File: src/rtl/mem_stage_pkg.sv
// Shared definitions for the memory-access stage and its helpers.
//   - access size encodings used on the data bus and by load alignment
//   - FSM state encoding for mem_stage
package mem_stage_pkg;

   localparam logic [1:0] SZ_BYTE = 2'd0;
   localparam logic [1:0] SZ_HALF = 2'd1;
   localparam logic [1:0] SZ_WORD = 2'd2;

   typedef enum logic [2:0] {
      ST_IDLE   = 3'd0,
      ST_REQ    = 3'd1,
      ST_WAIT   = 3'd2,
      ST_HOLD   = 3'd3,
      ST_CANCEL = 3'd4
   } mem_state_t;

endpackage

File: src/rtl/mem_load_align.sv
// Combinational load extraction: picks the addressed byte/half out of a
// 32-bit read word and sign- or zero-extends it. Word loads pass unchanged.
// Shared with the cache refill path, so it carries no state.
// Ports:
//   i_rdata    32  raw read word
//   i_addr_lo  2   low address bits selecting the lane
//   i_size     2   SZ_BYTE / SZ_HALF / SZ_WORD
//   i_sext     1   sign-extend request
//   i_zext     1   zero-extend request (wins over i_sext if both set)
//   o_data     32  extracted, extended value
module mem_load_align
   import mem_stage_pkg::*;
(
   input  logic [31:0] i_rdata,
   input  logic [1:0]  i_addr_lo,
   input  logic [1:0]  i_size,
   input  logic        i_sext,
   input  logic        i_zext,
   output logic [31:0] o_data
);

   logic [7:0]  w_byte;
   logic [15:0] w_half;
   logic        w_sign;

   assign w_byte = i_rdata[{i_addr_lo, 3'b000} +: 8];
   assign w_half = i_rdata[{i_addr_lo[1], 4'b0000} +: 16];
   assign w_sign = i_sext & ~i_zext;

   always_comb begin
      o_data = i_rdata;
      case (i_size)
         SZ_BYTE: o_data = {{24{w_sign & w_byte[7]}}, w_byte};
         SZ_HALF: o_data = {{16{w_sign & w_half[15]}}, w_half};
         default: o_data = i_rdata;
      endcase
   end

endmodule

File: src/rtl/mem_stage.sv
// Memory-access stage: issues loads/stores on an SRAM-like req/resp bus,
// builds store strobes and lane-replicated data, extracts load data and
// stalls until the response returns. WB flushes cancel outstanding
// transactions without losing bus protocol sync.
// Optional build macro: MEM_STAGE_ALE_CHECK_EN enables in-stage alignment
// checking (misaligned access -> out_ex_ale, no bus request).
// Ports:
//   clk, rst (sync, active-high); wb_ex / wb_is_ertn flush
//   in_*          EXE->MEM register contents
//   wb_allowin    MEM->WB register can accept
//   mem_ready_go / mem_allowin   pipeline handshake
//   data_*        request/response data bus
//   out_*         result to MEM->WB register
//
// state  | meaning
// IDLE   | no transaction; request driven straight from inputs
// REQ    | request raised, waiting for addr_ok (latched fields)
// WAIT   | request accepted, waiting for data_ok
// HOLD   | response captured, waiting for wb_allowin
// CANCEL | flushed after acceptance; swallow one data_ok
module mem_stage
   import mem_stage_pkg::*;
(
   input  logic        clk,
   input  logic        rst,
   input  logic        wb_ex,
   input  logic        wb_is_ertn,
   input  logic        in_valid,
   input  logic [31:0] in_pc,
   input  logic [31:0] in_addr,
   input  logic        in_dram_re,
   input  logic        in_dram_we,
   input  logic [31:0] in_wdata,
   input  logic [1:0]  in_rdram_num,
   input  logic [1:0]  in_wdram_num,
   input  logic        in_sext,
   input  logic        in_zext,
   input  logic        in_has_ex,
   input  logic        wb_allowin,
   output logic        mem_ready_go,
   output logic        mem_allowin,
   output logic        data_req,
   output logic        data_wr,
   output logic [1:0]  data_size,
   output logic [31:0] data_addr,
   output logic [3:0]  data_wstrb,
   output logic [31:0] data_wdata,
   input  logic        data_addr_ok,
   input  logic        data_ok,
   input  logic [31:0] data_rdata,
   output logic        out_valid,
   output logic [31:0] out_pc,
   output logic [31:0] out_load_data,
   output logic        out_ex_ale
);

   mem_state_t  r_state, w_next;
   logic        r_cancel;
   logic [31:0] r_addr, r_wdata, r_load_data;
   logic [1:0]  r_size;
   logic [3:0]  r_strb;
   logic        r_wr;

   logic        w_flush, w_mem_op, w_ale, w_access, w_idle_req;
   logic [1:0]  w_size;
   logic [3:0]  w_strb;
   logic [31:0] w_wdata, w_ext;

   assign w_flush  = wb_ex | wb_is_ertn;
   assign w_mem_op = in_valid & (in_dram_re | in_dram_we) & ~in_has_ex;
   assign w_size   = in_dram_we ? in_wdram_num : in_rdram_num;

`ifdef MEM_STAGE_ALE_CHECK_EN
   assign w_ale = w_mem_op & (((w_size == SZ_HALF) & in_addr[0]) |
                              ((w_size == SZ_WORD) & (in_addr[1:0] != 2'b00)));
`else
   assign w_ale = 1'b0;
`endif

   assign w_access = w_mem_op & ~w_ale;
   // A request is never raised in a flush cycle, so IDLE can drop the
   // instruction immediately without owing the bus a response.
   assign w_idle_req = (r_state == ST_IDLE) & w_access & ~w_flush;

   always_comb begin
      w_strb  = 4'b1111;
      w_wdata = in_wdata;
      case (w_size)
         SZ_BYTE: begin
            w_strb  = 4'b0001 << in_addr[1:0];
            w_wdata = {4{in_wdata[7:0]}};
         end
         SZ_HALF: begin
            w_strb  = 4'b0011 << {in_addr[1], 1'b0};
            w_wdata = {2{in_wdata[15:0]}};
         end
         default: begin
            w_strb  = 4'b1111;
            w_wdata = in_wdata;
         end
      endcase
      w_strb = w_strb & {4{in_dram_we}};
   end

   mem_load_align u_align (
      .i_rdata   (data_rdata),
      .i_addr_lo (in_addr[1:0]),
      .i_size    (in_rdram_num),
      .i_sext    (in_sext),
      .i_zext    (in_zext),
      .o_data    (w_ext)
   );

   always_ff @(posedge clk) begin
      if (rst) begin
         r_state     <= ST_IDLE;
         r_cancel    <= 1'b0;
         r_addr      <= '0;
         r_wdata     <= '0;
         r_size      <= '0;
         r_strb      <= '0;
         r_wr        <= 1'b0;
         r_load_data <= '0;
      end else begin
         r_state  <= w_next;
         // Remembers a flush seen while the request is still unaccepted.
         r_cancel <= (r_state == ST_REQ) & ~data_addr_ok & (r_cancel | w_flush);
         if (w_idle_req) begin
            r_addr  <= in_addr;
            r_wdata <= w_wdata;
            r_size  <= w_size;
            r_strb  <= w_strb;
            r_wr    <= in_dram_we;
         end
         if ((r_state == ST_WAIT) & data_ok & ~w_flush)
            r_load_data <= w_ext;
      end
   end

   always_comb begin
      w_next        = r_state;
      data_req      = 1'b0;
      data_wr       = 1'b0;
      data_size     = '0;
      data_addr     = '0;
      data_wstrb    = '0;
      data_wdata    = '0;
      mem_ready_go  = 1'b0;
      out_load_data = r_load_data;
      case (r_state)
         ST_IDLE: begin
            mem_ready_go = in_valid & ~w_access;
            if (w_idle_req) begin
               data_req   = 1'b1;
               data_wr    = in_dram_we;
               data_size  = w_size;
               data_addr  = in_addr;
               data_wstrb = w_strb;
               data_wdata = w_wdata;
               w_next     = data_addr_ok ? ST_WAIT : ST_REQ;
            end
         end
         ST_REQ: begin
            data_req   = 1'b1;
            data_wr    = r_wr;
            data_size  = r_size;
            data_addr  = r_addr;
            data_wstrb = r_strb;
            data_wdata = r_wdata;
            if (data_addr_ok)
               w_next = (r_cancel | w_flush) ? ST_CANCEL : ST_WAIT;
         end
         ST_WAIT: begin
            out_load_data = w_ext;
            mem_ready_go  = data_ok & ~w_flush;
            if (w_flush)
               w_next = data_ok ? ST_IDLE : ST_CANCEL;
            else if (data_ok)
               w_next = wb_allowin ? ST_IDLE : ST_HOLD;
         end
         ST_HOLD: begin
            mem_ready_go = 1'b1;
            if (w_flush | wb_allowin)
               w_next = ST_IDLE;
         end
         ST_CANCEL: begin
            if (data_ok)
               w_next = ST_IDLE;
         end
         default: w_next = ST_IDLE;
      endcase
   end

   assign mem_allowin = ~in_valid | (mem_ready_go & wb_allowin);
   assign out_valid   = in_valid & mem_ready_go & ~w_flush;
   assign out_pc      = in_pc;
   assign out_ex_ale  = (r_state == ST_IDLE) & w_ale;

endmodule

File: config.mk
export PLATFORM = sky130hd
export DESIGN_NAME = mem_stage
export DESIGN_NICKNAME = d
export VERILOG_FILES = /design/src/rtl/mem_stage_pkg.sv /design/src/rtl/mem_load_align.sv /design/src/rtl/mem_stage.sv
export SDC_FILE = /design/constraint.sdc
export NUM_CORES = 1
export LEC_CHECK = 0
export CORE_UTILIZATION = 38
export DETAILED_ROUTE_END_ITERATION = 8
export PLACE_DENSITY = 0.76
export RECOVER_POWER = 25
export SETUP_SLACK_MARGIN = 0.02
export SLEW_MARGIN = 20
export SYNTH_ARGS = -nofsm -noshare
export SYNTH_HDL_FRONTEND = slang
export SYNTH_SLANG_ARGS = --single-unit
File: constraint.sdc
create_clock -name clk -period 1.6 [get_ports clk]
set_input_delay 0.16 -clock clk [delete_from_list [all_inputs] [get_ports clk]]
set_output_delay 0.16 -clock clk [all_outputs]
set_load 0.05 [all_outputs]
==> reports/qor.csv <==
stage,metric,value,unit
outcome,outcome,"complete, but fails checks",
outcome,violations in the final reports,setup timing,
hold_path,cell depth of the worst min-delay path,2,
drt,via density per instance,6.29,
die,initial core utilization,39.3,%
yosys,Synth area leader,sky130_fd_sc_hd__dfxtp_1,
yosys,Netlist Area Pre-Place,0.00629,mm2
worst_setup_path,Crit Reg-Reg Startpoint,r_state[0]$_SDFFE_PP0P_,
pwr,Power Density,1020,mW/mm2
timing,final worst clock skew,15.6,ps
timing,relative max-transition margin,57.9,%
timing,final hold violation count,0,
timing,final worst-path setup slack,-630,ps
pwr,PnR Total Power,14.3,mW
global_routing,total grt overflow,0,
yosys,part of the Yosys area used for sequential elements,34.1,%
cts,clock buffer count from CTS,9,
yosys,cell count after synthesis,873,
pwr,peak supply drop,0.991,mV
hold_path,Worst Min Path Start,rst,
yosys,Post-Synth Simple-Gate Area,27.5,%
cts,TritonCTS clock tree,done,
yosys,most area-consuming cells after synthesis,"sky130_fd_sc_hd__dfxtp_1 34%, sky130_fd_sc_hd__nand2_1 15%, sky130_fd_sc_hd__a21oi_1 5.3%, sky130_fd_sc_hd__nor2_1 5.1%, sky130_fd_sc_hd__buf_4 4.7%",
global_routing,global-route wire length before repair,44.1,mm
cts,CTS sink count,107,
pwr,share of total power in combinational logic,62.2,%
timing,Min Hold Slack,249,ps
worst_setup_path,critical register-to-register path endpoint,r_wdata[18]$_SDFFE_PP0N_,
timing,maximum clock rate,448,MHz
die,placeable core region,0.0160,mm2
finish,fraction of final layout cells sized beyond drive strength 1,54.3,%
pwr,switching power of the nets,6.22,mW
worst_setup_path,peak fanout along the critical path,8,
run,MaxCap Viol Count,0,
cts,H-tree levels,3,
timing,time the worst path needs with I/O delays and setup,2230,ps
yosys,synthesized flop and latch total,107,
yosys,commonest cells in the netlist,"249 x sky130_fd_sc_hd__nand2_1, 107 x sky130_fd_sc_hd__dfxtp_1, 85 x sky130_fd_sc_hd__nor2_1, 66 x sky130_fd_sc_hd__a21oi_1, 40 x sky130_fd_sc_hd__clkbuf_1",
global_routing,maximum number of pins on one net before global-route repair,43,
die,die outline width,131,um
yosys,post-synthesis async set-or-reset flop share,0,%
worst_setup_path,"Arr. time, crit path",2070,ps
cts,worst-skew pair later-pin latency,380,ps
pwr,Leakage Power,5.57,nW
drt,final antenna-violating net count,0,
die,number of top-level pins,285,
yosys,number of flops mapped to enable cells by yosys,0,
placed_design,buffers added on ports,219,
worst_setup_path,Critical Path End Type,primary output,
yosys,largest family of logic cells by synthesized area,simple AND/OR/NAND/NOR gates,
cts,"Clk pin slew, worst setup/hold paths",80,ps
global_routing,via count of the first global-routing pass,8153,
drt,final routed wire length divided by cell count,26.3,um
die,Die ar.,0.0171,mm2
pwr,Internal Power,8.06,mW
hold_path,end of the worst hold path,r_addr[25]$_SDFFE_PP0N_,
global_routing,aggregate global-route resource usage,34.0,%
die,die span in y,131,um
drt,number of detailed-routing iterations run before antenna repair,7,
yosys,multiplexer share of the synthesized area,5.13,%
drt,total wirelength of the detailed-routed design,38.5,mm
timing,final critical-path share of the clock period,139,%
timing,RSZ-0062 raised after global routing,true,
drt,drc violations,0,
yosys,post-synth net total,1018,
finish,Post-layout nets,1384,
worst_setup_path,critical path required time,1440,ps
placed_design,post-DP HPWL,18.0,mm
pwr,part of the total power dissipated in the clock network,17.4,%
timing,number of max-slew violations in the final report,0,
worst_setup_path,critical setup path kind,in2out,
worst_setup_path,CP Launch Type,input port,
die,floorplan row count,46,
yosys,area share of xor/xnor cells in the synthesized design,0,%
yosys,Post-Synthesis Mean Instance Area,7.20,um2
hold_path,Hold/Removal Path Class,in2reg,
global_routing,antenna violations before repair,4,
yosys,area share of fa/ha/maj cells after synthesis,0,%
yosys,most repeated cell in the gate-level netlist after synthesis,sky130_fd_sc_hd__nand2_1,
yosys,share of the synthesized area in the top cell type,34.1,%
worst_setup_path,worst-case register-to-register setup slack,-560,ps
cts,number of buffers between clock root and the deepest sink,2,
timing,final setup violating endpoints,212,
timing,transition at the pin with the smallest max-transition slack,631,ps
yosys,Unique masters post-synth,54,
yosys,yosys synthesis warning count,0,
pwr,register share of total power,20.4,%
placed_design,global placement routability congestion,0.904,
drt,Iter 0 DRT Violations,1269,
yosys,compound-cell area share of the yosys netlist,23.7,%
drt,vias,9208,
cts,cell chosen for the clock root,sky130_fd_sc_hd__clkbuf_16,
pwr,sw frac,43.6,%
yosys,most instantiated flip-flop cell in the synthesis netlist,sky130_fd_sc_hd__dfxtp_1,
worst_setup_path,length in cells of the worst reg-to-reg path,10,
finish,area overhead of the layout relative to synthesis,122,%
[power groups by stage]
stage               sequential, mW  clock, mW  combinational (mW)
floorplan                     2.90          0                4.22
global placement              2.92          0                6.38
detailed placement            2.92          0                6.43
CTS                           2.88       2.40                7.88
global route                  2.92       2.55                9.09
finish                        2.92       2.48                8.89
[through the flow]
step | util [%] | setup WS [ps] | std cells | cell area [um2] | TNS (ps)
floorplan | - | -236 | 873 | 7250 | -18750
global placement | 70.5 | -713 | 1376 | 11300 | -85360
detailed placement | 70.5 | -768 | 1376 | 11300 | -93030
CTS | 80.7 | -482 | 1435 | 12900 | -55580
global route | 87.2 | -677 | 1464 | 14000 | -86740
finish | 87.2 | -630 | 1465 | 14000 | -79080
[critical path, stage by stage]
cell	delay, ps
sky130_fd_sc_hd__clkdlybuf4s50_1	460
sky130_fd_sc_hd__buf_4	160
sky130_fd_sc_hd__a31oi_1	250
sky130_fd_sc_hd__buf_4	280
sky130_fd_sc_hd__o221ai_1	320
sky130_fd_sc_hd__o21ai_4	280
sky130_fd_sc_hd__buf_12	160
[placed cells by master, fill, tap and decap left out, types with 7 or more instances in the layout]
cell and instances:
sky130_fd_sc_hd__a211oi_2 22, sky130_fd_sc_hd__a21o_1 9, sky130_fd_sc_hd__nand2_8 7, sky130_fd_sc_hd__nand3_1 8
sky130_fd_sc_hd__a21oi_2 14, sky130_fd_sc_hd__o21ai_4 28, sky130_fd_sc_hd__nand2_1 126, sky130_fd_sc_hd__a21oi_1 38
sky130_fd_sc_hd__or2_2 8, sky130_fd_sc_hd__dfxtp_1 104, sky130_fd_sc_hd__nor2_4 11, sky130_fd_sc_hd__o31ai_4 15
sky130_fd_sc_hd__buf_12 106, sky130_fd_sc_hd__a211oi_1 13, sky130_fd_sc_hd__nand3b_1 16, sky130_fd_sc_hd__nand2_4 45
sky130_fd_sc_hd__mux2_2 7, sky130_fd_sc_hd__mux2i_1 17, sky130_fd_sc_hd__nand2_2 71, sky130_fd_sc_hd__nor3_1 9
sky130_fd_sc_hd__dlygate4sd2_1 8, sky130_fd_sc_hd__a21oi_4 17, sky130_fd_sc_hd__buf_16 9, sky130_fd_sc_hd__buf_4 158
sky130_fd_sc_hd__buf_8 13, sky130_fd_sc_hd__buf_6 53, sky130_fd_sc_hd__nor2_1 72, sky130_fd_sc_hd__o21a_1 7
sky130_fd_sc_hd__clkdlybuf4s50_1 101, sky130_fd_sc_hd__clkbuf_16 15, sky130_fd_sc_hd__a211oi_4 7
[sequential cells by signal, summed over array words and instances, names as in the netlist]
signal and cells:
r_wr 1, r_addr 32, r_load_data 32, r_size 2
r_cancel 1, r_strb 4, r_state 3, r_wdata 32
[final cells by class]
class,instances,area (um2)
Fill cell,652,2040
Sequential cell,107,2150
Antenna cell,5,12.5
Clock inverter,6,73.8
Clock buffer,10,239
Timing Repair Buffer,459,5700
Tap cell,216,270
Inverter,7,30.0
Multi-Input combinational cell,655,5490
[how the worst max path moves through the flow]
stage / start / end / slack [ps] / cells past startpoint
after global routing: r_state[0]$_SDFFE_PP0P_ / data_addr[27] / -680 / 10
after detailed placement: in_addr[1] / out_load_data[10] / -770 / 6
after global placement: in_addr[1] / out_load_data[9] / -710 / 6
after CTS: r_state[0]$_SDFFE_PP0P_ / data_wstrb[3] / -480 / 8
after floorplan: r_state[0]$_SDFFE_PP0P_ / out_load_data[2] / -240 / 5
final: in_wdram_num[0] / data_wdata[28] / -630 / 7
[cell families after synthesis]
logic type / after synthesis
and+or+nand+nor: 403
muxes: 30
DFF: 107
AOI/OAI and AO/OA: 221
other: 1
buffers and inverters: 111
[layer usage]
layer | wire length [um] | GRT usage, % | vias up
met3 | 3750 | 5.13 | 338
met1 | 13200 | 39.5 | 4347
met2 | 18000 | 57.8 | 809
li1 | - | - | 3714
met5 | 0 | 0 | -
met4 | 3580 | 23.0 | 0
[repair_timing]
item | in CTS | in global routing
gates cloned | 13 | 6
pin swaps | 48 | 69
hold buffers | 0 | 0
endpoints found under the setup margin | 208 | 213
gates resized for setup | 189 | 184
setup buffers | 31 | 23
Note: power is estimated with default switching activity, not from simulation.
